--- src/rtl/multi_pulse_generator.sv ---
// Multi-channel programmable pulse generator: per-channel edge detect, programmable
// delay, then a pulse of programmable width, with a selectable retrigger policy.
module multi_pulse_generator #(
  parameter int unsigned CHANNELS    = 4,
  parameter int unsigned DELAY_W     = 8,
  parameter int unsigned WIDTH_W     = 8,
  parameter int unsigned SYNC_STAGES = 0
) (
  input  logic                        clk,
  input  logic                        reset_n,
  input  logic                        enable,
  input  logic [1:0]                  edge_sel,
  input  logic [1:0]                  retrig_mode,
  input  logic [CHANNELS-1:0]         trigger,
  input  logic [CHANNELS*DELAY_W-1:0] delay,
  input  logic [CHANNELS*WIDTH_W-1:0] width,
  output logic [CHANNELS-1:0]         pulse,
  output logic [CHANNELS-1:0]         busy,
  output logic [CHANNELS-1:0]         missed
);

  localparam int unsigned CNT_W = (DELAY_W > WIDTH_W) ? DELAY_W : WIDTH_W;

  localparam logic [1:0] RM_RESTART = 2'b01;
  localparam logic [1:0] RM_EXTEND  = 2'b10;

  typedef enum logic [1:0] {
    S_IDLE   = 2'd0,
    S_DELAY  = 2'd1,
    S_ACTIVE = 2'd2
  } state_e;

  logic [CHANNELS-1:0] t_s;
  logic [CHANNELS-1:0] t_d_q;
  logic [CHANNELS-1:0] edge_c;

  // Optional trigger synchroniser chain
  if (SYNC_STAGES == 0) begin : g_nosync
    assign t_s = trigger;
  end else begin : g_sync
    logic [CHANNELS-1:0] sync_q [SYNC_STAGES];

    always_ff @(posedge clk or negedge reset_n) begin
      if (!reset_n) begin
        for (int unsigned s = 0; s < SYNC_STAGES; s++) sync_q[s] <= '0;
      end else begin
        sync_q[0] <= trigger;
        for (int unsigned s = 1; s < SYNC_STAGES; s++) sync_q[s] <= sync_q[s-1];
      end
    end

    assign t_s = sync_q[SYNC_STAGES-1];
  end

  // Edge history runs regardless of enable so re-enable only sees fresh edges
  always_ff @(posedge clk or negedge reset_n) begin
    if (!reset_n) t_d_q <= '0;
    else          t_d_q <= t_s;
  end

  always_comb begin
    case (edge_sel)
      2'b01:   edge_c = ~t_s & t_d_q;
      2'b10:   edge_c = t_s ^ t_d_q;
      default: edge_c = t_s & ~t_d_q;
    endcase
  end

  for (genvar g = 0; g < CHANNELS; g++) begin : g_ch
    state_e             state_q, state_d;
    logic [CNT_W-1:0]   cnt_q, cnt_d;
    logic [WIDTH_W-1:0] wlat_q, wlat_d;
    logic               pulse_q, busy_q, missed_q, missed_d;
    logic [DELAY_W-1:0] d_c;
    logic [WIDTH_W-1:0] w_c;

    assign d_c = delay[g*DELAY_W +: DELAY_W];
    assign w_c = width[g*WIDTH_W +: WIDTH_W];

    // Normal countdown first, then an edge may override it per retrigger policy
    always_comb begin
      state_d  = state_q;
      cnt_d    = cnt_q;
      wlat_d   = wlat_q;
      missed_d = 1'b0;
      if (!enable) begin
        state_d = S_IDLE;
        cnt_d   = '0;
      end else begin
        case (state_q)
          S_DELAY: begin
            if (cnt_q == '0) begin
              state_d = S_ACTIVE;
              cnt_d   = CNT_W'(wlat_q) - CNT_W'(1);
            end else begin
              cnt_d = cnt_q - CNT_W'(1);
            end
          end
          S_ACTIVE: begin
            if (cnt_q == '0) state_d = S_IDLE;
            else             cnt_d   = cnt_q - CNT_W'(1);
          end
          S_IDLE:  ;
          default: state_d = S_IDLE;
        endcase

        if (edge_c[g]) begin
          if (state_q == S_IDLE || retrig_mode == RM_RESTART) begin
            if (w_c != '0) begin
              wlat_d = w_c;
              if (d_c == '0) begin
                state_d = S_ACTIVE;
                cnt_d   = CNT_W'(w_c) - CNT_W'(1);
              end else begin
                state_d = S_DELAY;
                cnt_d   = CNT_W'(d_c) - CNT_W'(1);
              end
            end else if (state_q != S_IDLE) begin
              missed_d = 1'b1;
            end
          end else if (retrig_mode == RM_EXTEND && state_q == S_ACTIVE && w_c != '0) begin
            state_d = S_ACTIVE;
            cnt_d   = CNT_W'(w_c) - CNT_W'(1);
          end else begin
            missed_d = 1'b1;
          end
        end
      end
    end

    always_ff @(posedge clk or negedge reset_n) begin
      if (!reset_n) begin
        state_q  <= S_IDLE;
        cnt_q    <= '0;
        wlat_q   <= '0;
        pulse_q  <= 1'b0;
        busy_q   <= 1'b0;
        missed_q <= 1'b0;
      end else begin
        state_q  <= state_d;
        cnt_q    <= cnt_d;
        wlat_q   <= wlat_d;
        pulse_q  <= (state_d == S_ACTIVE);
        busy_q   <= (state_d != S_IDLE);
        missed_q <= missed_d;
      end
    end

    assign pulse[g]  = pulse_q;
    assign busy[g]   = busy_q;
    assign missed[g] = missed_q;
  end

endmodule

--- config.mk ---
export PLATFORM = sky130hd
export DESIGN_NAME = multi_pulse_generator
export DESIGN_NICKNAME = d
export VERILOG_FILES = /design/src/rtl/multi_pulse_generator.sv
export SDC_FILE = /design/constraint.sdc
export NUM_CORES = 1
export LEC_CHECK = 0
export ABC_AREA = 1
export BUFFER_PORTS_ARGS = -buffer_cell sky130_fd_sc_hd__buf_4
export CORE_MARGIN = 1
export CORE_UTILIZATION = 24
export CTS_CLUSTER_SIZE = 10
export DETAILED_ROUTE_END_ITERATION = 10
export GPL_TIMING_DRIVEN = 0
export MAX_ROUTING_LAYER = met4
export PLACE_DENSITY = 0.49
export SETUP_SLACK_MARGIN = 0.05
export SLEW_MARGIN = 20
export SYNTH_ARGS = -nofsm -noshare
export SYNTH_HDL_FRONTEND = slang
export SYNTH_SLANG_ARGS = --single-unit
export TNS_END_PERCENT = 30
--- constraint.sdc ---
create_clock -name clk -period 2.4 [get_ports clk]
set_input_delay 0.12 -clock clk [delete_from_list [all_inputs] [get_ports clk]]
set_output_delay 0.12 -clock clk [all_outputs]
set_load 0.01 [all_outputs]
==> key figures, run 1 <==
Placed design
  • RePlAce Congestion: a little under 0.9
  • Dpl cell area: slightly above 9000 µm²
  • Pre-CTS WS: 300 ps
  • HPWL after DPL: 18900 µm
  • DP Cell Count: ~1800
  • IO Port Bufs: 86

Die
  • Die Wd: approximately 180 µm
  • # rows: 66
  • Die Y-Extent: 185 µm
  • IO Pins: 87
  • Die Area: around 34000 µm²
  • Initial Utilization: 0.245
  • Total core area: between 30000 and 40000 µm²

Layout
  • Final #Nets: between 1000 and 1500
  • Inserted Diodes: 0
  • Post-layout util: 0.293
  • Multi-input logic area: 4830 µm²
  • Post-route insts no fill: 1801
  • Non-Filler Cell Area, Final: around 9600 µm²
  • Area Overhead vs Synth: 19.4%
  • Share of cells above drive strength 1: 0.134
  • Storage cell area: roughly 2200 µm²
  • Filler cell count: between 3000 and 4000

Route
  • DRC viols: 0
  • TritonRoute pass-1 iters: 5
  • Final WL: around 24000 µm
  • Drt wl/cell: between 10 and 15 µm
  • Total number of vias: roughly 8000
  • DRT antenna net count: 0
  • DRT iter0 DRCs: between 400 and 500
  • Vias per inst: 4.43

Setup path
  • Startpoint class of the critical path: input port
  • Data arrival, critical path: 2330 ps
  • Critical path data required time: 2660 ps
  • Crit. End Element: flip-flop
  • Category of the most critical setup path: input port to flip-flop
  • CP Max Fanout: 8

Synthesis
  • Async SR Flop Fraction: 1.00
  • Ys flop type: dfrtp_1
  • Post-Syn Area: between 7000 and 8000 µm²
  • Yosys warns: 0
  • Post-Syn Instances: roughly 1300
  • Synth top area cells: dfrtp_1 28%, nand2_1 15%, inv_1 9.4%
  • Net Count, Synth: around 1400
  • Count leader, synth: nand2_1
  • Synth top area share: 0.275
  • Commonest cells post-synth: 314 x nand2_1, 201 x inv_1, 136 x nor2_1
  • Area leader, netlist: dfrtp_1
  • FF+latch count, synth: 88
  • Syn avg cell area: ~6.4 µm²
  • Post-synthesis sequential area ratio: 0.275
  • Distinct cell type count after synthesis: 44
  • Number of synthesized flops with an enable pin: 0

Global routing
  • Total grt overflow: 0
  • Largest net degree at the start of global routing: 89
  • Tot GR Track Use: 0.150
  • Number of global-route vias before repair: 7814
  • Number of antenna violations at the first check in global routing: 0
  • First-pass GRT wire length: between 30000 and 40000 µm

STA
  • Fin Hold WS: 39.0 ps
  • Worst-Margin Slew: 880 ps
  • Fin crit period: 2080 ps
  • Slew Viols, Final: 0
  • Period utilization: 0.865
  • Final setup vio count: 0
  • Hold Violations, Final: 0
  • Unrepaired setup endpoints after global routing: no
  • Skew final: 9.02 ps
  • PnR worst setup slack: 324 ps
  • Slew HR: 0.413
  • Fmax: approximately 0.48 GHz
  • Fin Setup TNS: 0 ps

Clock tree
  • H-tree depth: 3
  • Worst-case clock buffer depth: 2
  • # Post-CTS Setup Buffers: 0
  • Clock Latency Late Sink: ~360 ps
  • CTS sink count: approximately 90
  • CTS buffer count: 9
  • Clock-pin slew on the worst setup and hold paths: ~70 ps
  • Root buf cell: clkbuf_16
  • CTS tree: yes

Power and ir drop
  • Cell Pwr Density: ~750 nW/µm²
  • PnR Total Power: 7.17 mW
  • Worst vdd ir: roughly 0.26 mV
  • Lkg Pwr: approximately 5 nW

Run status
  • Status: finished, final reports clean

Hold path
  • HP Class: input port to flip-flop

Run
  • Max Cap Violations: 0
## report_power, final
group	leakage, nW	total [mW]	internal [mW]	switching [mW]
Sequential	1.13	2.16	1.84	0.321
Combinational	3.67	3.53	1.28	2.25
Clock	0.141	1.48	0.808	0.672
Total	4.94	7.17	3.92	3.24
## path summary, 6_finish.rpt
path	start	end	slack, ps	cells after the start
worst max-delay path	trigger[2]	g_ch[2].pulse_q$_DFF_PN0_	320	15
worst min-delay path	width[23]	g_ch[2].wlat_q[7]$_DFFE_PN0P_	40	3
worst max register to register	g_ch[3].state_q[0]$_DFF_PN0_	g_ch[3].cnt_q[3]$_DFF_PN0_	350	10
worst min register to register	g_ch[1].wlat_q[1]$_DFFE_PN0P_	g_ch[1].wlat_q[1]$_DFFE_PN0P_	490	2
max in group asynchronous	reset_n	g_ch[0].cnt_q[3]$_DFF_PN0_	1370	2
min in group asynchronous	reset_n	g_ch[1].wlat_q[2]$_DFFE_PN0P_	430	2
## routing by layer
| layer | vias to the layer above | track usage | share of wire |
|---|---|---|---|
| li1 | 4165 | - | - |
| met1 | 3613 | 0.198 | 0.49 |
| met2 | 172 | 0.240 | 0.45 |
| met3 | 27 | 0.0158 | 0.035 |
| met4 | 0 | 0.0440 | 0.018 |
| met5 | - | - | 0 |
## cell usage in the layout, fill, tap and decap left out, drive strengths merged
| master | netlist | final |
|---|---|---|
| nand4 | 18 | 18 |
| o211ai | 4 | 4 |
| inv | 210 | 210 |
| clkbuf | 7 | 16 |
| buf | 20 | 106 |
| a211oi | 2 | 2 |
| a31oi | 2 | 2 |
| a21oi | 59 | 59 |
| nor2 | 151 | 151 |
| o22ai | 7 | 7 |
| nor3 | 11 | 11 |
| dlygate4sd3 | 0 | 5 |
| and2 | 1 | 1 |
| nand3 | 129 | 129 |
| xor2 | 41 | 41 |
| xnor2 | 9 | 9 |
| dfrtp | 88 | 88 |
| o21a | 1 | 1 |
| nand2 | 328 | 328 |
| or2 | 9 | 9 |
| nand3b | 4 | 4 |
| o21ai | 101 | 101 |
| ha | 44 | 44 |
| clkinvlp | 0 | 2 |
| nand2b | 1 | 1 |
| nor3b | 1 | 1 |
| clkinv | 1 | 5 |
| bufinv | 0 | 1 |
| nor4 | 3 | 3 |
## repair_timing
action                     4_1_cts  5_1_grt
hold buffers                     5        0
hold endpoints to repair        92        0
setup endpoints to repair        0        1
gates resized for setup          0        1
## registers in the layout (all words and copies together) (netlist names)
signal and flops:
g_ch.cnt_q 32, g_ch.wlat_q 32, g_ch.state_q 8, g_ch.busy_q 4, g_ch.missed_q 4, g_ch.pulse_q 4, t_d_q 4
## final cells by class
type,instances,share of cell area
plain buffers,27,0.0185
clock buffers,9,0.0236
clock inverters,7,0.00760
inverters,211,0.0829
multi-input cells,926,0.506
flip-flops and latches,88,0.231
well taps,442,0.0579
repair buffers,91,0.0732
## critical path: stages
cell and delay (ps):
dlygate4sd3_1 590, buf_4 140, inv_1 40, ha_1 280
inv_1 50, nand2_1 40, nand3_1 80, o21ai_2 110
inv_2 120, nand2_2 80, nor2_4 120, inv_2 100
o21ai_1 80, nand3_1 110, a21oi_1 240
## kinds of logic after synthesis
group / share of synthesized area
AND/OR/NAND/NOR: 0.358
AO/OA/AOI/OAI: 0.122
flip-flops: 0.275
XOR/XNOR: 0.0548
adder cells (fa/ha/maj): 0.0688
buffers and inverters: 0.121
No activity file was read; power rests on OpenSTA's default activity.
==> run 2: changes to the inputs <==
--- a/config.mk
+++ b/config.mk
@@ -7,6 +7,7 @@
 export LEC_CHECK = 0
 export ABC_AREA = 1
 export BUFFER_PORTS_ARGS = -buffer_cell sky130_fd_sc_hd__buf_4
+export CORE_ASPECT_RATIO = 0.75
 export CORE_MARGIN = 1
 export CORE_UTILIZATION = 24
 export CTS_CLUSTER_SIZE = 10
==> run 2 against run 1 <==
Against the previous run: via count is 1.2% higher; cell count stayed put; design area is 0.17% lower; utilization hardly changed; global-route usage is 0.20 points higher; critical path depth is 4 lower; non-clock buffer count stayed put; largest power group unchanged; critical endpoint is now g_ch[3].cnt_q[1]$_DFF_PN0_; worst hold slack better by 8.7 ps; sequential power hardly changed; sequential share of layout area hardly changed.
==> key figures, run 2 (synthesis results as in run 1) <==
Route
  • Final WL: 24500 µm (was 23900 µm)
  • Total number of vias: 8076 (was 7977)
  • DRT antenna net count: 0 (unchanged)
  • DRT iter0 DRCs: 398 (was 473)
  • DRC viols: 0 (unchanged)
  • Vias per inst: 4.48 (was 4.43)
  • Drt wl/cell: 13.6 µm (was 13.3 µm)
  • TritonRoute pass-1 iters: 5 (unchanged)

Layout
  • Multi-input logic area: 4830 µm² (unchanged)
  • Filler cell count: 3670 (was 3655)
  • Storage cell area: 2200 µm² (unchanged)
  • Largest registers: g_ch.cnt_q (32), g_ch.wlat_q (32), g_ch.state_q (8) (unchanged)
  • Inserted Diodes: 0 (unchanged)
  • Commonest non-fill, non-tap cells in the layout: 314 x nand2_1, 201 x inv_1, 136 x nor2_1 (unchanged)
  • Commonest non-fill, non-tap cell in the layout: nand2_1 (unchanged)
  • Area Overhead vs Synth: 19.2% (was 19.4%)
  • Share of cells above drive strength 1: 0.133 (was 0.134)
  • Non-Filler Cell Area, Final: 9530 µm² (was 9550 µm²)
  • Final #Nets: 1473 (unchanged)

Clock tree
  • CTS sink count: 88 (unchanged)
  • CTS buffer count: 9 (unchanged)
  • Clock-pin slew on the worst setup and hold paths: 70 ps (about the same)
  • Worst-case clock buffer depth: 2 (unchanged)
  • # Post-CTS Setup Buffers: 0 (unchanged)
  • Root buf cell: clkbuf_16 (unchanged)
  • H-tree depth: 3 (unchanged)
  • CTS tree: yes (unchanged)
  • Clock Latency Late Sink: 360 ps (about the same)

STA
  • Fin crit period: 2120 ps (was 2080 ps)
  • PnR worst setup slack: 279 ps (was 324 ps)
  • Hold Violations, Final: 0 (unchanged)
  • Fin Hold WS: 47.8 ps (was 39.0 ps)
  • Final setup vio count: 0 (unchanged)
  • Slew Viols, Final: 0 (unchanged)
  • Period utilization: 0.884 (was 0.865)
  • Worst-Margin Slew: 878 ps (was 880 ps)
  • Unrepaired setup endpoints after global routing: yes (was no)
  • Skew final: 9.33 ps (was 9.02 ps)
  • Fmax: 0.472 GHz (was 0.482 GHz)
  • Slew HR: 0.414 (was 0.413)

Die
  • Die Y-Extent: 160 µm (was 185 µm)
  • IO Pins: 87 (unchanged)
  • Die Wd: 213 µm (was 185 µm)
  • Total core area: 32600 µm² (about the same)
  • Initial Utilization: 0.245 (about the same)
  • Die Area: 34100 µm² (about the same)
  • # rows: 57 (was 66)

Setup path
  • Data arrival, critical path: 2390 ps (was 2330 ps)
  • R2R Setup Slk: 280 ps (was 350 ps)
  • Reg2reg start: g_ch[3].state_q[1]$_DFF_PN0_ (was g_ch[3].state_q[0]$_DFF_PN0_)
  • Worst r2r dst: g_ch[3].cnt_q[1]$_DFF_PN0_ (was g_ch[3].cnt_q[3]$_DFF_PN0_)
  • CP Max Fanout: 9 (was 8)
  • Critical path data required time: 2670 ps (was 2660 ps)
  • Startpoint class of the critical path: flip-flop (was input port)
  • Crit. End Element: flip-flop (unchanged)
  • Category of the most critical setup path: flip-flop to flip-flop (was input port to flip-flop)
  • R2R cell count: 11 (was 10)

Global routing
  • Largest net degree at the start of global routing: 89 (unchanged)
  • Number of antenna violations at the first check in global routing: 1 (was 0)
  • Number of global-route vias before repair: 7570 (was 7814)
  • Tot GR Track Use: 0.152 (was 0.150)
  • First-pass GRT wire length: 39600 µm (was 39000 µm)
  • Total grt overflow: 0 (unchanged)

Power and ir drop
  • Cell Pwr Density: 744 nW/µm² (was 750 nW/µm²)
  • Worst vdd ir: 0.353 mV (was 0.257 mV)
  • Lkg Pwr: 4.93 nW (was 4.94 nW)

Hold path
  • Min-delay src: width[23] (unchanged)
  • HP Class: input port to flip-flop (unchanged)
  • Hold Crit Endpoint: g_ch[2].wlat_q[7]$_DFFE_PN0P_ (unchanged)
  • WHS Path Cells: 3 (unchanged)

Run
  • Max Cap Violations: 0 (unchanged)

Placed design
  • IO Port Bufs: 86 (unchanged)
  • HPWL after DPL: 19400 µm (was 18900 µm)
  • Dpl cell area: 9200 µm² (unchanged)
  • RePlAce Congestion: 0.877 (was 0.894)
  • Pre-CTS WS: 205 ps (was 300 ps)

Run status
  • Status: finished, final reports clean (unchanged)
## run 2: per-stage QoR
step                      setup TNS, ps   util  std cells  power [mW]
final                                 0  0.293       1801        7.10
after global routing              -21.4  0.293       1801        7.79
after CTS                             0  0.292       1801        7.15
after detailed placement              0  0.282       1780        5.68
after global placement                0  0.282       1780        5.69
after floorplan                       0      -       1252        4.67
## run 2: worst max path at each step
stage / from / endpoint / slack [ps] / cells past startpoint
2_1_floorplan: g_ch[1].state_q[0]$_DFF_PN0_ / g_ch[1].cnt_q[1]$_DFF_PN0_ / 750 / 12
3_5_place_dp: g_ch[2].state_q[0]$_DFF_PN0_ / g_ch[2].pulse_q$_DFF_PN0_ / 210 / 10
6_report: g_ch[3].state_q[1]$_DFF_PN0_ / g_ch[3].cnt_q[1]$_DFF_PN0_ / 280 / 11
3_3_place_gp: t_d_q[2]$_DFF_PN0_ / g_ch[2].pulse_q$_DFF_PN0_ / 210 / 12
5_1_grt: g_ch[3].state_q[1]$_DFF_PN0_ / g_ch[3].pulse_q$_DFF_PN0_ / -20 / 10
4_1_cts: trigger[2] / g_ch[2].pulse_q$_DFF_PN0_ / 100 / 15
## run 2: cell type report
type	count	area share
plain buffers	27	0.0185
clock buffers	11	0.0255
clock inverters	5	0.00407
inverters	211	0.0831
multi-input cells	926	0.507
flip-flops and latches	88	0.231
well taps	442	0.0580
repair buffers	91	0.0734
## run 2: where the power goes
| part | internal (mW) | switching (mW) |
|---|---|---|
| Sequential | 1.84 | 0.321 |
| Combinational | 1.27 | 2.25 |
| Clock | 0.740 | 0.671 |
## run 2: metal layers
metal	track usage	routed length, µm
met5	-	0
met1	0.223	12700
met2	0.217	10200
met3	0.0293	1410
met4	0.0213	178
## run 2: critical path, cell delays in order (launching register included)
cell and delay (ps):
dfrtp_1 400, inv_1 100, ha_1 140, clkbuf_1 350, inv_1 160, a21oi_1 380
nand2_1 90, nand2_1 80, nand2_1 50, nand2_1 70, nand2_1 40, a21oi_1 160
## run 2: repair_timing
action	in CTS	in global routing
hold buffers	5	0
endpoints found under the setup margin	0	3
gates resized for setup	0	1
endpoints found under the hold margin	92	0
==> run 3: changes to the inputs <==
--- a/config.mk
+++ b/config.mk
@@ -5,7 +5,6 @@
 export SDC_FILE = /design/constraint.sdc
 export NUM_CORES = 1
 export LEC_CHECK = 0
-export ABC_AREA = 1
 export BUFFER_PORTS_ARGS = -buffer_cell sky130_fd_sc_hd__buf_4
 export CORE_ASPECT_RATIO = 0.75
 export CORE_MARGIN = 1
@@ -14,8 +13,9 @@
 export DETAILED_ROUTE_END_ITERATION = 10
 export GPL_TIMING_DRIVEN = 0
 export MAX_ROUTING_LAYER = met4
-export PLACE_DENSITY = 0.49
+export PLACE_DENSITY = 0.5
 export SETUP_SLACK_MARGIN = 0.05
+export SKIP_CTS_REPAIR_TIMING = 1
 export SLEW_MARGIN = 20
 export SYNTH_ARGS = -nofsm -noshare
 export SYNTH_HDL_FRONTEND = slang
==> run 3 against run 2 <==
Against the previous run: largest cell class unchanged; sequential cell count stayed put; via count fell by 8.5%; routed wire length is 0.52% lower; worst hold slack got worse by 30 ps; clock power rose by 12%.
==> key figures, run 3 <==
Global routing
  • Number of antenna violations at the first check in global routing: 0 (was 1)
  • First-pass GRT wire length: 38200 µm (was 39600 µm)
  • Number of global-route vias before repair: 6904 (was 7570)
  • Largest net degree at the start of global routing: 89 (unchanged)
  • Tot GR Track Use: 0.155 (was 0.152)
  • Total grt overflow: 0 (unchanged)

Die
  • # rows: 55 (was 57)
  • Total core area: 30600 µm² (was 32600 µm²)
  • IO Pins: 87 (unchanged)
  • Die Area: 32300 µm² (was 34100 µm²)
  • Die Wd: 207 µm (was 213 µm)
  • Die Y-Extent: 156 µm (was 160 µm)
  • Initial Utilization: 0.248 (was 0.245)

Route
  • Final WL: 24300 µm (was 24500 µm)
  • TritonRoute pass-1 iters: 7 (was 5)
  • DRT antenna net count: 0 (unchanged)
  • DRT iter0 DRCs: 518 (was 398)
  • Vias per inst: 5.12 (was 4.48)
  • DRC viols: 0 (unchanged)
  • Drt wl/cell: 16.9 µm (was 13.6 µm)
  • Total number of vias: 7393 (was 8076)

Power and ir drop
  • NetSw: 3.48 mW (was 3.25 mW)
  • Cell Pwr Density: 860 nW/µm² (was 744 nW/µm²)
  • Lkg Pwr: 3.84 nW (was 4.93 nW)
  • Int Power: 4.48 mW (was 3.85 mW)
  • Gate power share: 0.497 (about the same)
  • Sequential share of power: 0.305 (was 0.304)
  • Clk pwr share: 0.198 (was 0.199)
  • PnR Total Power: 7.97 mW (was 7.10 mW)
  • Worst vdd ir: 0.327 mV (was 0.353 mV)
  • Sw Share: 0.437 (was 0.457)

Setup path
  • Slowest cell delay on critical path: 450 ps (was 400 ps)
  • Data arrival, critical path: 2550 ps (was 2390 ps)
  • Crit-path slowest cell: dfrtp_1 (unchanged)
  • Critical path data required time: 2670 ps (about the same)
  • CP Cell Sequence: or3_4 -> nor4_4 -> nand2_1 -> o211ai_1 -> o21ai_0 -> a211oi_1 (was inv_1 -> ha_1 -> clkbuf_1 -> inv_1 -> a21oi_1 -> nand2_1 -> nand2_1 -> nand2_1 -> nand2_1 -> nand2_1 -> a21oi_1)
  • Crit. End Element: flip-flop (unchanged)
  • Delay-heaviest family, CP: simple AND/OR/NAND/NOR gates (was buffers and inverters)
  • Startpoint class of the critical path: flip-flop (unchanged)
  • Category of the most critical setup path: flip-flop to flip-flop (unchanged)
  • CP Max Fanout: 6 (was 9)
  • Worst Path Buf+Inv: 0 (was 3)

Synthesis
  • Syn avg cell area: 8.13 µm² (was 6.39 µm²)
  • Post-Syn Area: 7580 µm² (was 8000 µm²)
  • Net Count, Synth: 1052 (was 1371)
  • Post-synthesis sequential area ratio: 0.290 (was 0.275)
  • Ys flop type: dfrtp_1 (unchanged)
  • Number of synthesized flops with an enable pin: 0 (unchanged)
  • Synth top area share: 0.290 (was 0.275)
  • Distinct cell type count after synthesis: 77 (was 44)
  • Commonest cells post-synth: 95 x nand2_1, 88 x dfrtp_1, 75 x nor2_1 (was 314 x nand2_1, 201 x inv_1, 136 x nor2_1)
  • Synth top area cells: dfrtp_1 29%, ha_1 7.3%, nand2_1 4.7% (was dfrtp_1 28%, nand2_1 15%, inv_1 9.4%)
  • Async SR Flop Fraction: 1.00 (unchanged)
  • Area leader, netlist: dfrtp_1 (unchanged)
  • Yosys warns: 0 (unchanged)
  • FF+latch count, synth: 88 (unchanged)
  • Post-Syn Instances: 933 (was 1252)
  • Count leader, synth: nand2_1 (unchanged)

STA
  • Slew Viols, Final: 0 (unchanged)
  • Skew final: 8.63 ps (was 9.33 ps)
  • Unrepaired setup endpoints after global routing: yes (unchanged)
  • Slew HR: 0.403 (was 0.414)
  • PnR worst setup slack: 113 ps (was 279 ps)
  • Final setup vio count: 0 (unchanged)
  • Period utilization: 0.953 (was 0.884)
  • Fmax: 0.437 GHz (was 0.472 GHz)
  • Hold Violations, Final: 0 (unchanged)
  • Fin Setup TNS: 0 ps (unchanged)
  • Fin crit period: 2290 ps (was 2120 ps)
  • Worst-Margin Slew: 895 ps (was 878 ps)

Layout
  • Final #Nets: 1158 (was 1473)
  • Largest registers: g_ch.cnt_q (32), g_ch.wlat_q (32), g_ch.state_q (8) (unchanged)
  • Commonest non-fill, non-tap cells in the layout: 102 x buf_4, 93 x nand2_1, 88 x dfrtp_1 (was 314 x nand2_1, 201 x inv_1, 136 x nor2_1)
  • Inserted Diodes: 0 (unchanged)
  • Commonest non-fill, non-tap cell in the layout: buf_4 (was nand2_1)
  • Non-Filler Cell Area, Final: 9270 µm² (was 9530 µm²)
  • Area Overhead vs Synth: 22.3% (was 19.2%)
  • Share of cells above drive strength 1: 0.191 (was 0.133)

Placed design
  • Dpl cell area: 8730 µm² (was 9200 µm²)
  • Pre-CTS WS: -124 ps (was 205 ps)
  • RePlAce Congestion: 0.896 (was 0.877)
  • IO Port Bufs: 86 (unchanged)
  • HPWL after DPL: 18300 µm (was 19400 µm)

Clock tree
  • CTS buffer count: 9 (unchanged)
  • Root buf cell: clkbuf_16 (unchanged)
  • CTS tree: yes (unchanged)
  • Clock-pin slew on the worst setup and hold paths: 70 ps (about the same)
  • CTS sink count: 88 (unchanged)
  • Clock Latency Late Sink: 360 ps (about the same)
  • H-tree depth: 3 (unchanged)
  • Worst-case clock buffer depth: 2 (unchanged)

Run status
  • Status: finished, final reports clean (unchanged)

Run
  • Max Cap Violations: 0 (unchanged)

Hold path
  • HP Class: input port to flip-flop (unchanged)
==> run 3: kinds of logic (layout without fill, tap and decap cells) <==
family	Yosys count	count (layout)	share of synthesized area
fa+ha+maj	44	44	0.0726
xor+xnor	68	68	0.0786
mux	29	29	0.0424
simple gates	359	359	0.249
flops	88	88	0.290
compound gates	236	236	0.204
buf+inv	109	220	0.0624
==> run 3: routing by layer <==
| metal | GRT usage | routed length (µm) | up-vias | share of wire |
|---|---|---|---|---|
| li1 | - | - | 3587 | - |
| met1 | 0.225 | 12500 | 3533 | 0.51 |
| met2 | 0.218 | 10200 | 255 | 0.42 |
| met3 | 0.0280 | 1420 | 18 | 0.058 |
| met5 | - | 0 | - | 0 |
| met4 | 0.0348 | 225 | 0 | 0.0092 |
==> run 3: layout make-up <==
class                      count  area (µm²)
fill                        3259       21400
multi-input combinational    736        5040
sequential                    88        2200
timing repair buffer          96         737
tap                          399         499
clock buffer                  13         270
inverter                      68         255
buffer                        40         215
clock inverter                 3        47.5
==> run 3: power by group through the flow <==
stage	registers, mW	logic, mW	clock network, mW
after floorplan	2.27	2.71	0
after global placement	2.42	3.72	0
after detailed placement	2.43	3.71	0
after CTS	2.41	3.74	1.63
after global routing	2.50	4.37	1.68
final	2.43	3.96	1.58
==> run 3: per-stage QoR <==
step                 util  cells  hold slack [ps]
finish              0.303   1443             17.9
global route        0.303   1443             3.64
CTS                 0.295   1434             -132
detailed placement  0.285   1418              255
global placement    0.285   1418              252
floorplan               -    933             -176
==> run 3: final timing paths <==
| kind | end | slack [ps] | depth (start not counted) | from |
|---|---|---|---|---|
| worst max register to register | g_ch[1].cnt_q[4]$_DFF_PN0_ | 110 | 6 | g_ch[1].cnt_q[5]$_DFF_PN0_ |
| worst max-delay path | g_ch[1].cnt_q[4]$_DFF_PN0_ | 110 | 6 | g_ch[1].cnt_q[5]$_DFF_PN0_ |
| max in group asynchronous | g_ch[3].wlat_q[3]$_DFFE_PN0P_ | 1340 | 2 | reset_n |
| min in group asynchronous | g_ch[2].cnt_q[5]$_DFF_PN0_ | 440 | 2 | reset_n |
| worst min register to register | g_ch[1].wlat_q[7]$_DFFE_PN0P_ | 530 | 1 | g_ch[1].wlat_q[7]$_DFFE_PN0P_ |
| worst min-delay path | g_ch[3].wlat_q[7]$_DFFE_PN0P_ | 20 | 2 | width[31] |
